==> config.mk <==
export PLATFORM = sky130hd
export DESIGN_NAME = hazard_flush_ctrl
export DESIGN_NICKNAME = d
export VERILOG_FILES = /design/src/rtl/pipe_ctrl_pkg.sv /design/src/rtl/sat_counter.sv /design/src/rtl/hazard_flush_ctrl.sv
export SDC_FILE = /design/constraint.sdc
export NUM_CORES = 1
export LEC_CHECK = 0
export ABC_CLOCK_PERIOD_IN_PS = 2250
export CAP_MARGIN = 20
export CORE_MARGIN = 8
export CORE_UTILIZATION = 46
export CTS_CLUSTER_DIAMETER = 50
export CTS_CLUSTER_SIZE = 8
export DETAILED_ROUTE_END_ITERATION = 16
export GPL_TIMING_DRIVEN = 1
export HOLD_SLACK_MARGIN = 0.08
export MAX_ROUTING_LAYER = met4
export PLACE_DENSITY_LB_ADDON = 0.1
export RECOVER_POWER = 25
export SYNTH_ARGS = -nofsm -noshare
export SYNTH_HDL_FRONTEND = slang
export SYNTH_HIERARCHICAL = 1
export SYNTH_SLANG_ARGS = --single-unit
==> constraint.sdc <==
create_clock -name clk -period 2.25 [get_ports clk]
set_input_delay 0.45 -clock clk [delete_from_list [all_inputs] [get_ports clk]]
set_output_delay 0.45 -clock clk [all_outputs]
set_load 0.1 [all_outputs]
==> src/rtl/pipe_ctrl_pkg.sv <==
// Shared definitions for the pipeline sequencing controller and the IF/ID register.
package pipe_ctrl_pkg;

    typedef enum logic [1:0] {
        RUN      = 2'd0,
        BR_FLUSH = 2'd1,
        IF_WAIT  = 2'd2
    } state_t;

    localparam logic [4:0]  REG_X0 = 5'd0;

    // addi x0, x0, 0 -- loaded into IF/ID whenever it is flushed
    localparam logic [31:0] NOP = 32'h0000_0013;

endpackage

==> src/rtl/sat_counter.sv <==
// Statistics counter that sticks at all-ones instead of wrapping.
module sat_counter #(
    parameter int CNT_W = 32
) (
    input  logic             clk,
    input  logic             reset,
    input  logic             inc,
    output logic [CNT_W-1:0] count
);

    always_ff @(posedge clk or negedge reset) begin
        if (!reset) begin
            count <= '0;
        end else if (inc && (count != '1)) begin
            count <= count + {{(CNT_W-1){1'b0}}, 1'b1};
        end
    end

endmodule

==> src/rtl/hazard_flush_ctrl.sv <==
// Pipeline hazard controller: load-use stalls, taken-branch flushes and imem wait handling.
//   state    | meaning
//   RUN      | normal issue; hazards are detected here
//   BR_FLUSH | extra flush cycles after a taken branch
//   IF_WAIT  | instruction memory stalled; downstream drains
module hazard_flush_ctrl
    import pipe_ctrl_pkg::*;
#(
    parameter int FLUSH_CYCLES = 1,
    parameter int TIMEOUT      = 16,
    parameter int CNT_W        = 32
) (
    input  logic             clk,
    input  logic             reset,
    input  logic [4:0]       id_rs1,
    input  logic [4:0]       id_rs2,
    input  logic             id_uses_rs2,
    input  logic             id_ex_memread,
    input  logic [4:0]       id_ex_rd,
    input  logic             br_taken,
    input  logic             imem_ready,
    output logic             pc_write,
    output logic             pc_sel_branch,
    output logic             if_id_write,
    output logic             if_id_flush,
    output logic             id_ex_sel,
    output logic             fetch_timeout,
    output logic [CNT_W-1:0] stall_cnt,
    output logic [CNT_W-1:0] flush_cnt
);

    localparam logic [1:0] FLUSH_INIT = 2'(FLUSH_CYCLES - 1);
    localparam logic [7:0] TIMEOUT_W  = 8'(TIMEOUT);

    state_t     state, state_nxt;
    logic [1:0] flush_left, flush_left_nxt;
    logic [7:0] wait_cnt, wait_cnt_nxt;
    logic       load_use, take_branch, timeout_hit, stall_inc, flush_inc;

    assign load_use = id_ex_memread && (id_ex_rd != REG_X0) &&
                      ((id_ex_rd == id_rs1) || (id_uses_rs2 && (id_ex_rd == id_rs2)));

    // Branches resolved while flushing come from the squashed path and are dropped
    assign take_branch = br_taken && (state != BR_FLUSH);

    always_ff @(posedge clk or negedge reset) begin
        if (!reset) begin
            state         <= RUN;
            flush_left    <= '0;
            wait_cnt      <= '0;
            fetch_timeout <= 1'b0;
        end else begin
            state      <= state_nxt;
            flush_left <= flush_left_nxt;
            wait_cnt   <= wait_cnt_nxt;
            if (timeout_hit) fetch_timeout <= 1'b1;
        end
    end

    always_comb begin
        pc_write       = 1'b1;
        if_id_write    = 1'b1;
        if_id_flush    = 1'b0;
        id_ex_sel      = 1'b1;
        pc_sel_branch  = 1'b0;
        state_nxt      = state;
        flush_left_nxt = flush_left;
        wait_cnt_nxt   = wait_cnt;
        timeout_hit    = 1'b0;
        stall_inc      = 1'b0;
        flush_inc      = 1'b0;

        if (!reset) begin
            pc_write    = 1'b0;
            if_id_write = 1'b0;
            if_id_flush = 1'b1;
            id_ex_sel   = 1'b0;
        end else if (take_branch) begin
            pc_sel_branch = 1'b1;
            if_id_flush   = 1'b1;
            id_ex_sel     = 1'b0;
            flush_inc     = 1'b1;
            wait_cnt_nxt  = '0;
            if (FLUSH_CYCLES > 1) begin
                state_nxt      = BR_FLUSH;
                flush_left_nxt = FLUSH_INIT;
            end else begin
                state_nxt = RUN;
            end
        end else begin
            case (state)
                RUN: begin
                    if (load_use) begin
                        pc_write    = 1'b0;
                        if_id_write = 1'b0;
                        id_ex_sel   = 1'b0;
                        stall_inc   = 1'b1;
                    end else if (!imem_ready) begin
                        pc_write     = 1'b0;
                        if_id_flush  = 1'b1;
                        wait_cnt_nxt = 8'd1;
                        state_nxt    = IF_WAIT;
                    end
                end
                BR_FLUSH: begin
                    pc_write       = imem_ready;
                    if_id_flush    = 1'b1;
                    id_ex_sel      = 1'b0;
                    flush_left_nxt = flush_left - 2'd1;
                    if (flush_left <= 2'd1) state_nxt = RUN;
                end
                IF_WAIT: begin
                    if (imem_ready) begin
                        wait_cnt_nxt = '0;
                        state_nxt    = RUN;
                    end else begin
                        pc_write    = 1'b0;
                        if_id_flush = 1'b1;
                        if (wait_cnt != TIMEOUT_W) wait_cnt_nxt = wait_cnt + 8'd1;
                        if (wait_cnt_nxt == TIMEOUT_W) timeout_hit = 1'b1;
                    end
                end
                default: state_nxt = RUN;
            endcase
        end
    end

    sat_counter #(.CNT_W(CNT_W)) u_stall_cnt (
        .clk   (clk),
        .reset (reset),
        .inc   (stall_inc),
        .count (stall_cnt)
    );

    sat_counter #(.CNT_W(CNT_W)) u_flush_cnt (
        .clk   (clk),
        .reset (reset),
        .inc   (flush_inc),
        .count (flush_cnt)
    );

endmodule

==> results.json <==
{
  "grtUsageMet3_pct": 5.57,
  "rsz0062_at_grt": "yes",
  "initial_core_util_pct": 47.3,
  "synth.area.mux_share_pct": 1.97,
  "r2r_start": "u_stall_cnt/count[0]$_DFFE_PN0P_",
  "grt_util_all_layers_pct": 18.7,
  "detail_route.wl_per_cell_um": 16.4,
  "post-route-period-util_pct": 114,
  "place_congestion": 0.893,
  "setup.reg_to_reg.worst_slack_ns": -0.03,
  "clk_path_buf_depth": 2,
  "drt_pass1_iterations": 5,
  "maxSlewViolCount": 0,
  "root_buffer": "clkbuf_8",
  "timing.rr.end": "u_stall_cnt/count[1]$_DFFE_PN0P_",
  "overflow": 0,
  "synth.avg_cell_area_um2": 9.99,
  "grt-busiest-layer": "met2",
  "grt_pass1_vias": 3803,
  "rows": 34,
  "gr-usage-met1_pct": 24.1,
  "ys.flop_type": "dfrtp_1",
  "synth-seq-cells": 74,
  "critPathKind": "in2out",
  "cap_violations": 0,
  "synthCells": 413,
  "layout-drive-gt1-share_pct": 46.9,
  "fin_cells": 680,
  "fin_ws_ns": -0.307,
  "required_ns": 1.80,
  "antenna_found_initial": 1,
  "syn_to_final_growth_pct": 46.4,
  "multi_input_area_mm2": 0.00251,
  "ys_async_sr_fraction_pct": 100,
  "synthesis.area_mm2": 0.00413,
  "fin_nets": 591,
  "hpwlAfterDp_um": 8270,
  "synthAdderAreaFrac_pct": 1.21,
  "seq_area_frac_synth_pct": 44.9,
  "synth_area_leaders": "dfrtp_1 (45%), xnor2_1 (7.6%), xor2_1 (7.6%)",
  "synth_top_cell_area_share_pct": 44.9,
  "ir_worst_vdd_mv": 0.382,
  "syn_nets": 438,
  "die_area_mm2": 0.0123,
  "drc_errors": 0,
  "yosysMostFrequentCell": "dfrtp_1",
  "slew_headroom_pct": 34.0,
  "drtAntennaViolNets": 0,
  "avgViaCountPerCell": 5.54,
  "yosysWarningCount": 6,
  "clk_latency_ns": 0.35,
  "boundaryPins": 91,
  "synthDistinctLibCells": 52,
  "coreArea_mm2": 0.00872,
  "holdCritStartpoint": "u_stall_cnt/count[21]$_DFFE_PN0P_",
  "cp_max_fo": 3,
  "numCtsBuffers": 9,
  "violations": "negative setup slack",
  "hold_depth": 1,
  "met2_usage_pct": 28.5,
  "crit_arrival_ns": 2.11,
  "whs_endpoint": "u_stall_cnt/count[21]$_DFFE_PN0P_",
  "grt_pass1_wl_um": 18800,
  "start_kind": "input pin",
  "p_leak_nw": 2.72,
  "fillCellCount": 696,
  "cts.sinks": 74,
  "outcome": "complete, but fails checks",
  "setup.worst_path.end_class": "primary output",
  "min_period_ns": 2.56,
  "drt-total-wl_um": 11200,
  "fin_worst_skew_ns": 0.0166,
  "setup_viol": 33,
  "ff2ff_path_depth": 6,
  "fmax_mhz": 391,
  "vias": 3764,
  "p_per_area_mw_per_mm2": 606,
  "cts_tree": "yes",
  "synth_top_family_by_area": "simple AND/OR/NAND/NOR gates",
  "yosysTopAreaCell": "dfrtp_1",
  "yosys-top-cells-count": "dfrtp_1 (74), nand2_1 (47), xnor2_1 (36), xor2_1 (36)",
  "fp.dieW_um": 111,
  "synthXorXnorAreaFrac_pct": 15.3,
  "first_iter_violations": 147,
  "placed_area_mm2": 0.00563,
  "synth-compound-area-share_pct": 7.34,
  "grt_max_degree": 54,
  "final_area_mm2": 0.00604,
  "clkTransAtPathRegs_ns": 0.07,
  "synth_edf_count": 0,
  "die_h_um": 111,
  "hold_class": "reg2reg",
  "hold_viol": 0,
  "regArea_mm2": 0.00193,
  "place_inst": 651,
  "synthSimpleGateAreaFrac_pct": 27.6,
  "port_buffers": 90,
  "tightest_slew_ns": 0.982,
  "p_total_mw": 3.66,
  "htreeDepth": 3
}
-- registers in the layout (all words and copies together), names as in the netlist --
signal and cells:
fetch_timeout 1, state 1, u_flush_cnt/count 32, u_stall_cnt/count 32, wait_cnt 8
-- cell type report --
cell class                      instances  area share (%)
Multi-Input combinational cell        324            41.5
Sequential cell                        74            31.9
Timing Repair Buffer                  150            19.9
Tap cell                              108            2.24
Clock buffer                           11            2.17
Clock inverter                          5            1.72
Inverter                                7           0.435
Antenna cell                            1          0.0414
-- power by group --
part / switching, mW / total [mW] / internal, mW
clock: 0.503 / 1.24 / 0.738
sequential: 0.0970 / 1.50 / 1.40
combinational: 0.674 / 0.922 / 0.249
-- logic make-up after synthesis --
kind of cell	after synthesis
AOI/OAI and AO/OA	38
xor gates and xnor gates	72
adders and majority gates	4
buffers and inverters	15
DFF	74
muxes	7
and+or+nand+nor	203
-- critical path, cell delays in order --
cell     delay (ns)
buf_8          0.10
buf_6          0.10
or4_4          0.54
o21ai_4        0.14
or2_4          0.15
nor3_4         0.04
buf_4          0.17
nor3b_4        0.21
buf_12         0.20
-- placed cells by master, fill, tap and decap left out, types with 7 or more instances in the layout --
cell	Yosys	final
dfrtp_1	74	17
a21oi_1	7	7
nor2_4	0	8
xor2_1	36	34
o21ai_0	13	12
nand2_1	47	47
buf_6	2	13
nand3_1	29	29
nor2_1	29	21
clkbuf_8	0	9
buf_4	0	88
clkbuf_2	0	25
nand4_1	20	20
and4_1	8	8
and3_1	9	9
xnor2_1	36	35
nor3_4	0	7
dfrtp_2	0	55
-- metrics by stage --
stage	worst slack [ns]	setup TNS, ns	hold slack, ns	util (%)
4_1_cts	-0.338	-7.13	0.480	69.1
3_3_place_gp	-0.997	-28.37	0.411	64.6
6_report	-0.307	-5.78	0.476	69.3
3_5_place_dp	-1.08	-32.05	0.412	64.6
2_1_floorplan	-0.676	-10.97	0.154	-
5_1_grt	-0.390	-8.80	0.486	69.3
-- how the worst max path moves through the flow --
stage	start	to	depth (start not counted)
2_1_floorplan	id_ex_rd[3]	u_stall_cnt/count[20]$_DFFE_PN0P_	12
6_report	id_ex_rd[4]	pc_write	9
4_1_cts	id_rs2[2]	u_stall_cnt/count[28]$_DFFE_PN0P_	12
3_5_place_dp	id_ex_rd[3]	u_stall_cnt/count[28]$_DFFE_PN0P_	12
5_1_grt	id_rs2[3]	u_stall_cnt/count[27]$_DFFE_PN0P_	12
3_3_place_gp	id_ex_rd[3]	u_stall_cnt/count[28]$_DFFE_PN0P_	12
-- repair_timing --
action	CTS	global route
buffers inserted	8	6
cloned	0	0
hold buffers	1	0
gates resized for setup	58	20
pin swaps	30	20
endpoints found under the hold margin	18	0
endpoints found under the setup margin	36	36
-- routing by layer --
metal	vias to the layer above	share of wire (%)	wire, um
met1	1837	46	5170
met5	-	0	0
met3	16	6.0	671
li1	1781	-	-
met4	0	1.2	137
met2	130	46	5190
No activity file was read; power rests on OpenSTA's default activity.
